File: src/rtl/arm_pkg.sv
// rtl/arm_pkg.sv - shared types for the ARM pipeline control block
package arm_pkg;

  // Widest register index the shadow entries can hold; REG_ADDR_W must not exceed it.
  localparam int REG_IDX_W = 8;

  typedef struct packed {
    logic                 valid;
    logic [REG_IDX_W-1:0] dest;
    logic                 wb_en;
    logic                 mem_r_en;
    logic                 mem_w_en;
    logic                 branch;
    logic [REG_IDX_W-1:0] src1;
    logic [REG_IDX_W-1:0] src2;
    logic                 two_src;
  } shadow_t;

  typedef enum logic [1:0] {
    FWD_RF  = 2'd0,
    FWD_MEM = 2'd1,
    FWD_WB  = 2'd2
  } fwd_sel_t;

  typedef enum logic {
    M_IDLE = 1'b0,
    M_WAIT = 1'b1
  } mem_state_t;

  // A source reads a register that an in-flight entry is going to write.
  function automatic logic src_match(input shadow_t e, input logic [REG_IDX_W-1:0] src,
                                     input logic used);
    return used & e.valid & e.wb_en & (e.dest == src);
  endfunction

endpackage

File: src/rtl/arm_fwd_unit.sv
// rtl/arm_fwd_unit.sv - EXE operand forwarding compare (used with ARM_FORWARDING_EN)
module arm_fwd_unit
  import arm_pkg::*;
(
  input  shadow_t  exe_i,
  input  shadow_t  mem_i,
  input  shadow_t  wb_i,
  output fwd_sel_t sel_a,
  output fwd_sel_t sel_b
);

  // Only the routing-relevant fields are read; the rest are carried for symmetry.
  logic unused_fields;
  assign unused_fields = ^{exe_i, mem_i, wb_i};

  // MEM result wins over WB; a MEM load never matches here because ID stalls on load-use.
  function automatic fwd_sel_t pick(input shadow_t m, input shadow_t w,
                                    input logic [REG_IDX_W-1:0] src, input logic used);
    if (src_match(m, src, used) && !m.mem_r_en) begin
      return FWD_MEM;
    end
    if (src_match(w, src, used)) begin
      return FWD_WB;
    end
    return FWD_RF;
  endfunction

  // Select operand sources for the instruction currently in EXE.
  always_comb begin
    sel_a = pick(mem_i, wb_i, exe_i.src1, exe_i.valid);
    sel_b = pick(mem_i, wb_i, exe_i.src2, exe_i.valid & exe_i.two_src);
  end

endmodule

File: src/rtl/arm_pipe_ctrl.sv
// rtl/arm_pipe_ctrl.sv - stall/flush/forward control for the 5-stage core (ARM_FORWARDING_EN)
module arm_pipe_ctrl
  import arm_pkg::*;
#(
  parameter int REG_ADDR_W  = 4,
  parameter int MEM_TIMEOUT = 64
) (
  input  logic                  clk,
  input  logic                  rst,
  input  logic [REG_ADDR_W-1:0] id_src1,
  input  logic [REG_ADDR_W-1:0] id_src2,
  input  logic                  id_two_src,
  input  logic [REG_ADDR_W-1:0] id_dest,
  input  logic                  id_wb_en,
  input  logic                  id_mem_r_en,
  input  logic                  id_mem_w_en,
  input  logic                  id_branch,
  input  logic                  mem_ready,
  output logic                  freeze_front,
  output logic                  bubble_id,
  output logic                  flush,
  output logic                  branch_taken,
  output logic                  stall_all,
  output logic [1:0]            fwd_sel_a,
  output logic [1:0]            fwd_sel_b,
  output logic                  mem_timeout
);

  // Counter holds 0..MEM_TIMEOUT; the wait ends on the cycle the next count would reach the limit.
  localparam int               CNT_W      = $clog2(MEM_TIMEOUT + 2);
  localparam bit               TIMEOUT_EN = (MEM_TIMEOUT != 0);
  localparam logic [CNT_W-1:0] CNT_LAST   = (MEM_TIMEOUT == 0) ? '0 : CNT_W'(MEM_TIMEOUT - 1);

  shadow_t          id_entry;
  shadow_t          exe_q, exe_d, mem_q, mem_d, wb_q, wb_d;
  mem_state_t       state_q, state_d;
  logic [CNT_W-1:0] cnt_q, cnt_d;
  logic             timeout_q, timeout_d;
  logic             hazard, mem_op, timeout_hit, stall, take_branch, bubble;

  logic unused_fields;
  assign unused_fields = ^{exe_q, mem_q, wb_q};

  // Pack the ID decode into shadow-entry form; ID always carries a real (possibly NOP) slot.
  always_comb begin
    id_entry          = '0;
    id_entry.valid    = 1'b1;
    id_entry.dest     = REG_IDX_W'(id_dest);
    id_entry.wb_en    = id_wb_en;
    id_entry.mem_r_en = id_mem_r_en;
    id_entry.mem_w_en = id_mem_w_en;
    id_entry.branch   = id_branch;
    id_entry.src1     = REG_IDX_W'(id_src1);
    id_entry.src2     = REG_IDX_W'(id_src2);
    id_entry.two_src  = id_two_src;
  end

  assign mem_op      = mem_q.valid & (mem_q.mem_r_en | mem_q.mem_w_en);
  assign timeout_hit = TIMEOUT_EN & (state_q == M_WAIT) & ~mem_ready & (cnt_q == CNT_LAST);
  assign stall       = mem_op & ~mem_ready & ~timeout_hit;
  assign take_branch = exe_q.valid & exe_q.branch & ~stall;
  assign bubble      = hazard & ~take_branch & ~stall;

  // RAW detection for the ID instruction against in-flight writers.
  always_comb begin
    hazard = 1'b0;
`ifdef ARM_FORWARDING_EN
    hazard = (src_match(exe_q, id_entry.src1, 1'b1) |
              src_match(exe_q, id_entry.src2, id_two_src)) & exe_q.mem_r_en;
`else
    hazard = src_match(exe_q, id_entry.src1, 1'b1) |
             src_match(exe_q, id_entry.src2, id_two_src) |
             src_match(mem_q, id_entry.src1, 1'b1) |
             src_match(mem_q, id_entry.src2, id_two_src);
`endif
  end

  // Shadow pipeline advances with the real one; bubbles and flushes enter EXE as empty slots.
  always_comb begin
    exe_d = exe_q;
    mem_d = mem_q;
    wb_d  = wb_q;
    if (!stall) begin
      wb_d  = mem_q;
      mem_d = exe_q;
      exe_d = (bubble | take_branch) ? '0 : id_entry;
    end
  end

  // Memory-wait FSM: track how long MEM has been waiting and give up after the timeout.
  always_comb begin
    state_d   = state_q;
    cnt_d     = cnt_q;
    timeout_d = timeout_q;
    case (state_q)
      M_IDLE: begin
        if (mem_op && !mem_ready) begin
          state_d = M_WAIT;
          cnt_d   = '0;
        end
      end
      M_WAIT: begin
        cnt_d = cnt_q + 1'b1;
        if (mem_ready || !mem_op) begin
          state_d = M_IDLE;
        end else if (timeout_hit) begin
          state_d   = M_IDLE;
          timeout_d = 1'b1;
        end
      end
      default: state_d = M_IDLE;
    endcase
  end

  // State registers with synchronous reset.
  always_ff @(posedge clk) begin
    if (rst) begin
      exe_q     <= '0;
      mem_q     <= '0;
      wb_q      <= '0;
      state_q   <= M_IDLE;
      cnt_q     <= '0;
      timeout_q <= 1'b0;
    end else begin
      exe_q     <= exe_d;
      mem_q     <= mem_d;
      wb_q      <= wb_d;
      state_q   <= state_d;
      cnt_q     <= cnt_d;
      timeout_q <= timeout_d;
    end
  end

  assign freeze_front = bubble;
  assign bubble_id    = bubble;
  assign flush        = take_branch;
  assign branch_taken = take_branch;
  assign stall_all    = stall;
  assign mem_timeout  = timeout_q;

`ifdef ARM_FORWARDING_EN
  fwd_sel_t sel_a, sel_b;

  arm_fwd_unit u_fwd (
    .exe_i (exe_q),
    .mem_i (mem_q),
    .wb_i  (wb_q),
    .sel_a (sel_a),
    .sel_b (sel_b)
  );

  assign fwd_sel_a = sel_a;
  assign fwd_sel_b = sel_b;
`else
  assign fwd_sel_a = FWD_RF;
  assign fwd_sel_b = FWD_RF;
`endif

endmodule
File: config.mk
export PLATFORM = sky130hd
export DESIGN_NAME = arm_pipe_ctrl
export DESIGN_NICKNAME = d
export VERILOG_FILES = /design/src/rtl/arm_pkg.sv /design/src/rtl/arm_fwd_unit.sv /design/src/rtl/arm_pipe_ctrl.sv
export SDC_FILE = /design/constraint.sdc
export NUM_CORES = 1
export LEC_CHECK = 0
export CAP_MARGIN = 0
export CORE_MARGIN = 2
export CORE_UTILIZATION = 35
export DETAILED_ROUTE_END_ITERATION = 16
export PLACE_DENSITY = 0.64
export SLEW_MARGIN = 40
export SYNTH_ARGS = -nofsm -noshare
export SYNTH_HDL_FRONTEND = slang
export SYNTH_SLANG_ARGS = --single-unit
File: constraint.sdc
create_clock -name clk -period 2 [get_ports clk]
set_input_delay 0.4 -clock clk [delete_from_list [all_inputs] [get_ports clk]]
set_output_delay 0.4 -clock clk [all_outputs]
set_load 0.03 [all_outputs]
== Word-level counts from Yosys, hierarchy flattened ==
Cells that the tools add are included.

* Bits of input ports: 20
* Register bits after elaboration: 34
* Logic and storage cells: 63
* Output and inout bits: 10

* Add/sub/neg operators: 1
* Muxes and demuxes: 7
* Equal/unequal tests: 6
* Reduce and logical (&&, ||, !) cells: 5
* Bitwise operators: 30

{| class="wikitable"
|+ Operators with widths
! kind !! count
|-
| 8-bit by 4-bit == test with 1-bit output || 4
|-
| 30-bit 2-to-1 mux || 1
|-
| 1-bit bitwise AND || 19
|-
| 7-bit one-hot mux with 2 select lines || 1
|-
| 7-bit by 1-bit adder with 7-bit output, second input constant || 1
|-
| 7-bit by 6-bit == test with 1-bit output, second input constant || 1
|-
| 7-bit 2-to-1 mux || 1
|-
| 1-bit inverter || 6
|-
| 1-bit OR || 5
|-
| 1-bit 2-to-1 mux || 3
|-
| 3-bit AND reduction || 1
|-
| 1-bit logical NOT || 2
|-
| 2-bit inequality test, second input constant || 1
|-
| 1-bit one-hot mux with 2 select lines || 1
|-
| 1-bit logical AND || 1
|-
| 1-bit logical OR || 1
|}

== Depth between registers and ports, before layout ==
Gate-level depths: netlist of the first run.

* Depth after elaboration: 12
* Depth in mapped cells: 7
* Depth with buffers taken out: 7

== Worst setup path before layout of the first run ==
Ideal clock, no wire load.

* Kind: register to output
* Start point: reg cnt_q[0]
* End point: out freeze_front
* Slack: -0.970 ns
* Arrival: 2.570 ns
* Path buffers: 2
* Stages on the path, launching flop included: 8
* Cell sequence: dfxtp_1 > ha_1 > nand4_2 > nor3_4 > nor2_2 > buf_1 > a211oi_1 > buf_4

* Word-level cells in the longest chain between the ends: 9

{| class="wikitable"
|+ RTL lines
! item !! line !! RTL
|-
| start: declaration || arm_pipe_ctrl.sv:37 || <nowiki>logic [CNT_W-1:0] cnt_q, cnt_d;</nowiki>
|-
| start signal: assignment || arm_pipe_ctrl.sv:129 || <nowiki>cnt_q <= cnt_d;</nowiki>
|-
| 7-bit by 6-bit == test with 1-bit output * || arm_pipe_ctrl.sv:59 || <nowiki>assign timeout_hit = TIMEOUT_EN & (state_q == M_WAIT) & ~mem_ready & (cnt_q == CNT_LAST);</nowiki>
|-
| 1-bit bitwise AND * || arm_pipe_ctrl.sv:59 ||
|-
| 1-bit inverter * || arm_pipe_ctrl.sv:60 || <nowiki>assign stall = mem_op & ~mem_ready & ~timeout_hit;</nowiki>
|-
| 1-bit bitwise AND * || arm_pipe_ctrl.sv:60 ||
|-
| via stall_all || arm_pipe_ctrl.sv:23 || <nowiki>output logic stall_all,</nowiki>
|-
| 1-bit inverter * || arm_pipe_ctrl.sv:61, arm_pipe_ctrl.sv:62 ||
|-
| 1-bit bitwise AND || arm_pipe_ctrl.sv:61 || <nowiki>assign take_branch = exe_q.valid & exe_q.branch & ~stall;</nowiki>
|-
| 1-bit inverter || arm_pipe_ctrl.sv:62 || <nowiki>assign bubble = hazard & ~take_branch & ~stall;</nowiki>
|-
| 1-bit bitwise AND || arm_pipe_ctrl.sv:62 ||
|-
| 1-bit bitwise AND * || arm_pipe_ctrl.sv:62 ||
|-
| end: declaration || arm_pipe_ctrl.sv:19 || <nowiki>output logic freeze_front,</nowiki>
|}

The timed path passes the listed nets; every way through them passes the cells marked *.

== Worst setup path in the final report of the first run ==
* Start point: reg mem_q[21] (netlist name)
* End point: out freeze_front

* Word-level cells in the longest chain between the ends: 6
* Elaborated cells between the ends (all ways): 8
* Classes of those cells: eq/ne: 2; bitwise: 6

{| class="wikitable"
|+ RTL lines
! item !! line !! RTL
|-
| start: declaration || arm_pipe_ctrl.sv:35 || <nowiki>shadow_t exe_q, exe_d, mem_q, mem_d, wb_q, wb_d;</nowiki>
|-
| start signal: assignment || arm_pipe_ctrl.sv:126 || <nowiki>mem_q <= mem_d;</nowiki>
|-
| 8-bit by 4-bit == test with 1-bit output || arm_pkg.sv:33 || <nowiki>return used & e.valid & e.wb_en & (e.dest == src);</nowiki>
|-
| 1-bit bitwise AND || arm_pkg.sv:33 ||
|-
| 1-bit OR || arm_pipe_ctrl.sv:72 || <nowiki>src_match(exe_q, id_entry.src2, id_two_src) |</nowiki>
|-
| 1-bit OR * || arm_pipe_ctrl.sv:73 || <nowiki>src_match(mem_q, id_entry.src1, 1'b1) |</nowiki>
|-
| 1-bit bitwise AND * (2 in series) || arm_pipe_ctrl.sv:62 ||
|}

Mark *: on every way between the ends. The rest lies on a longest branch, timed or not.

==> reports/qor.txt, run 1 <==
Die area: 4070 µm²
Hold Vio Cnt, Final: 0
Worst-path maximum fanout: 3
Slowest cell on the critical path: dfxtp_2
Syn avg cell area: 9.13 µm²
Die Span Y: 63.8 µm
Non-Filler Instances: 228
# fillers: 298
Met2 Wirelength: 1.54 mm
Via density: 4.96
FMAX: 458 MHz
Crit. End Element: output port
# port buffers: 25
Routed wl met3: 71 µm
Per-cell routed wire length: 13.6 µm
Worst setup SP type: flip-flop
Post-synth top cells: 26 x dfxtp_1, 12 x a21oi_1, 10 x nor2_1
Unrepaired setup endpoints after global routing: true
Leak Pwr: 0.776 nW
Max Cap Viol: 0
Cell count after synthesis: 137
Top_reg_cell synth: dfxtp_1
Largest cells by area after synthesis: dfxtp_1 42%, xor2_1 6.3%, a22o_1 5.6%, xnor2_1 4.9%, a21oi_1 4.8%
Worst vdd ir: 420 µV
Min Hold Slack: 481 ps
Tot GR Track Use: 16.3%
Synth Register Bits: 26
Crit path cell chain: xor2_1 -> nor4_2 -> buf_4 -> nor3_2 -> a211oi_4 -> buf_6
GRT overflow: 0
CTS tree: built
DPL Wire Length: 2.26 mm
Synthesized area: 1250 µm²
Initial antenna violation count: 0
Vias in the first global route: 1108
Root Driver: clkbuf_4
CP delay by family, top: flip-flops
Outcome: complete, but fails checks
Register area: 539 µm²
I/O Pins: 30
Area growth syn-to-layout: 50.3%
Crit path kind: flip-flop to output port
Initial Utilization: 36.9%
Sequential share of the synthesized area: 41.6%
Worst path buffer plus inverter count: 2
Nets@finish: 204
WP data arrival: 1780 ps
Highest metal used: met4
Final setup viols: 4
DR vias: 1130
Worst skew pair latency: 320 ps
Placed cells: 214
Final period util: 109%
Horiz. Die Dim: 63.8 µm
Async set or reset register ratio after synthesis: 0%
Largest net degree at the start of global routing: 18
CTS Hold Bufs: 0
CTS buffer count: 3
First-pass DRT Iterations: 4
1st-iter DRT viols: 40
DRC Markers: 0
Max incr delay on CP: 360 ps
Clk_skew: 6.30 ps
Most used standard cell by instance count after synthesis: dfxtp_1
Top cell type's share of synthesized area: 41.6%
DRT Wirelength: 3.09 mm
Crit path required time: 1600 ps
Netlist cell types: 35
Min-Delay Path Class: flip-flop to flip-flop
Clock sinks: 26
Core Area: 3390 µm²
Total power: 1.10 mW
Met1 wire length: 1.45 mm
Pwr per Cell Area: 584 nW/µm²
Placer Congestion: 0.854
# rows: 21
Failing checks: negative setup slack
Post-route ant nets: 0
Reg clk slew, reported paths: 140 ps
Yosys top cell by area: dfxtp_1
Clk buf depth: 2
Yosys warns: 0
Post-synth EDFFs: 0
First-pass GRT wire length: 5.22 mm
Multi-input gate area: 772 µm²
Layout cells sized above 1: 33.5%
Final worst setup slack: -183 ps
Post-route minimum period: 2180 ps
Ant. Diodes: 0
Slew Viols, Final: 0
Htree depth: 1
per-layer routing:
metal	up-vias	track usage (%)
li1	572	-
met1	537	21.2
met2	17	27.3
met3	4	2.82
met4	0	4.89
met5	-	0
registers in the layout (all words and copies together), names as in the netlist:
signal	cells
state_q	1
cnt_q	7
exe_q	9
mem_timeout	1
mem_q	8
where the power goes:
group	leakage, nW	internal [mW]	switching [mW]
Sequential	0.218	0.539	0.0263
Combinational	0.530	0.0912	0.0821
Clock	0.0279	0.203	0.158
repair_timing:
action / 4_1_cts / 5_1_grt
pin swaps: 12 / 3
setup endpoints to repair: 5 / 5
resized for setup: 25 / 14
buffers inserted: 6 / 4
final cells by class:
class / instances / area share, %
multi-input combinational: 99 / 41.1
sequential: 26 / 28.7
clock buffer: 3 / 1.20
tap: 46 / 3.06
timing repair buffer: 49 / 23.6
clock inverter: 1 / 1.60
inverter: 4 / 0.798
kinds of logic (layout without fill, tap and decap cells):
| logic type | after synthesis | in the layout | synth area share, % |
|---|---|---|---|
| and+or+nand+nor | 39 | 39 | 18.2 |
| DFF | 26 | 26 | 41.6 |
| buffers and inverters | 15 | 57 | 6.30 |
| xor gates and xnor gates | 16 | 16 | 11.2 |
| muxes | 3 | 3 | 2.40 |
| other | 1 | 4 | 0.300 |
| adders and majority gates | 1 | 1 | 1.00 |
| AOI/OAI and AO/OA | 36 | 36 | 19.0 |
through the flow:
step	utilization (%)	setup TNS, ps	area, µm²	setup WS, ps
after global placement	48.7	-1420	1650	-376
after detailed placement	48.7	-2240	1650	-434
after floorplan	-	-228	1330	-122
after global routing	55.5	-936	1880	-278
final	55.5	-535	1880	-183
after CTS	53.3	-463	1810	-215
layout by cell type, fill, tap and decap left out, types with 2 or more instances in the layout:
| cell type | Yosys | final |
|---|---|---|
| buf_4 | 6 | 20 |
| dfxtp_1 | 26 | 15 |
| a21oi_1 | 12 | 12 |
| clkdlybuf4s50_1 | 0 | 11 |
| nor2_1 | 10 | 9 |
| dfxtp_2 | 0 | 9 |
| buf_6 | 0 | 9 |
| nand2_1 | 8 | 8 |
| xor2_1 | 9 | 8 |
| a22o_1 | 8 | 8 |
| dlygate4sd2_1 | 0 | 8 |
| o21ai_0 | 6 | 6 |
| xnor2_1 | 7 | 5 |
| inv_1 | 4 | 4 |
| conb_1 | 1 | 4 |
| nand4_1 | 3 | 3 |
| nand3_1 | 4 | 3 |
| mux2i_1 | 3 | 3 |
| clkbuf_4 | 0 | 3 |
| nor2_4 | 0 | 2 |
| xnor2_2 | 0 | 2 |
| nor3_2 | 0 | 2 |
| nor4_4 | 1 | 2 |
| a21o_1 | 2 | 2 |
| a311oi_1 | 2 | 2 |
| dfxtp_4 | 0 | 2 |
worst register-to-register path, delay by kind of cell, from the launching register on:
kind            cells  cell delay, ps
fa+ha+maj           1             150
simple gates        5             880
flops               1             380
buf+inv             2             300
compound gates      1             140
worst paths after layout:
path | from | end | slack (ps) | depth (start not counted)
setup / recovery | mem_q[21] | freeze_front | -180 | 6
hold / removal | cnt_q[3] | cnt_q[3] | 480 | 1
setup reg to reg | cnt_q[0] | exe_q[17] | 110 | 9
hold reg to reg | cnt_q[3] | cnt_q[3] | 480 | 1
Power figures use the tool's default switching activity.
==> inputs of run 2 (changes only) <==
- CORE_MARGIN: 2 -> not set
==> run 2 against run 1 <==
The run still ends with negative setup slack left. Clock skew is 3.1 ps higher. Setup slack lost 3.0 ps. Flip-flop and latch count stayed put. Final cell count is 1.3% higher. First-iteration DRC count increased by 15%. Critical endpoint unchanged.
==> reports/qor.txt, run 2 (synthesized netlist as in run 1, its figures left out) <==
Outcome: complete, but fails checks
Failing checks: negative setup slack
# rows: 21
FMAX: 458 MHz
DRT Wirelength: 3.18 mm
Hold Vio Cnt, Final: 0
Worst vdd ir: 342 µV
Placer Congestion: 0.879
Crit. End Element: output port
Post-route ant nets: 0
Placed cells: 217
Commonest non-fill, non-tap cell in the layout: buf_4
Root Driver: clkbuf_4
1st-iter DRT viols: 46
Reg-to-reg startpoint: cnt_q[0]
CTS buffer count: 3
Tot GR Track Use: 17.8%
Area growth syn-to-layout: 49.7%
Min Hold Slack: 497 ps
GRT overflow: 0
CP Capture Point: freeze_front
Crit. Startpoint: mem_q[23]
Final period util: 109%
Unrepaired setup endpoints after global routing: true
Min-Delay Path Class: flip-flop to flip-flop
Per-cell routed wire length: 13.8 µm
Crit path kind: flip-flop to output port
I/O Pins: 30
Final worst setup slack: -185 ps
Crit path required time: 1600 ps
Layout cells sized above 1: 30.8%
Via density: 4.98
Finished Core Util: 55.3%
Worst slack, placed: -469 ps
Pwr per Cell Area: 588 nW/µm²
DRC Markers: 0
Clk buf depth: 2
Clock sinks: 26
Final setup viols: 4
Initial antenna violation count: 0
Ant. Diodes: 0
Worst r2r dst: exe_q[24]
Initial Utilization: 36.9%
Die Span Y: 61.8 µm
Max Cap Viol: 0
Clk_skew: 9.40 ps
First-pass DRT Iterations: 4
Largest reg by FF count: exe_q
Reg clk slew, reported paths: 160 ps
Worst setup SP type: flip-flop
CTS Hold Bufs: 0
Horiz. Die Dim: 61.8 µm
Leak Pwr: 0.770 nW
Total power: 1.10 mW
Worst-path maximum fanout: 3
Worst skew pair latency: 330 ps
WP data arrival: 1790 ps
# fillers: 302
Core Area: 3390 µm²
DPL Wire Length: 2.29 mm
Post-route minimum period: 2190 ps
Vias in the first global route: 1136
Top Registers: exe_q: 9 flops, mem_q: 8 flops, cnt_q: 7 flops
Die area: 3820 µm²
Slew Viols, Final: 0
Htree depth: 1
Largest net degree at the start of global routing: 18
CTS tree: built
Reg2Reg Depth: 10
First-pass GRT wire length: 5.02 mm
Worst reg2reg setup slack: 30 ps
Most frequent cells in the layout: 22 x buf_4, 19 x dfxtp_1, 13 x clkdlybuf4s50_1
# port buffers: 25
Max reg flops: 9
Non-Filler Instances: 231
Nets@finish: 207
DR vias: 1150
run 2: critical path, stage by stage, from the launching register on:
cell,delay [ps]
dfxtp_2,400
xnor2_2,110
nand3_1,90
nor4_2,360
nor3_2,100
a211oi_4,220
buf_6,170
run 2: how the worst min path moves through the flow:
stage	startpoint	to	slack [ps]	depth (start not counted)
2_1_floorplan	mem_q[20]	mem_q[20]	450	2
3_3_place_gp	mem_timeout	mem_timeout	470	2
3_5_place_dp	exe_q[18]	exe_q[18]	470	1
4_1_cts	cnt_q[3]	cnt_q[3]	490	1
5_1_grt	cnt_q[3]	cnt_q[3]	510	1
6_report	mem_q[23]	mem_q[23]	500	2
run 2: final cells by class:
class	instances	area, µm²	area share, %
multi-input cells	99	743	39.7
inverters	4	15.0	0.802
well taps	46	57.6	3.07
repair buffers	52	470	25.1
clock inverters	1	30.0	1.60
flip-flops and latches	26	534	28.5
clock buffers	3	22.5	1.20
run 2: what timing repair did:
action                                  4_1_cts  5_1_grt
endpoints found under the setup margin        5        5
setup buffers                                 7        3
resized for setup                            28        3
pin swaps                                    14        1
run 2: through the flow:
| stage | TNS, ps | area, µm² |
|---|---|---|
| floorplan | -228 | 1330 |
| global placement | -1450 | 1670 |
| detailed placement | -2370 | 1670 |
| CTS | -489 | 1840 |
| global route | -1440 | 1870 |
| finish | -454 | 1870 |
run 2: report_power, final:
| group | switching (mW) | leakage (nW) | internal [mW] |
|---|---|---|---|
| Clock | 0.167 | 0.0279 | 0.203 |
| Sequential | 0.0259 | 0.217 | 0.538 |
| Combinational | 0.0773 | 0.525 | 0.0897 |
| Total | 0.270 | 0.770 | 0.831 |
run 2: layer usage:
metal	up-vias	wire length (µm)	part of all wire (%)	GRT usage, %
met3	2	98	3.1	3.31
met1	546	1480	47	22.6
met4	0	23	0.72	7.30
met2	26	1580	50	29.8
li1	576	-	-	-
met5	-	0	0	0
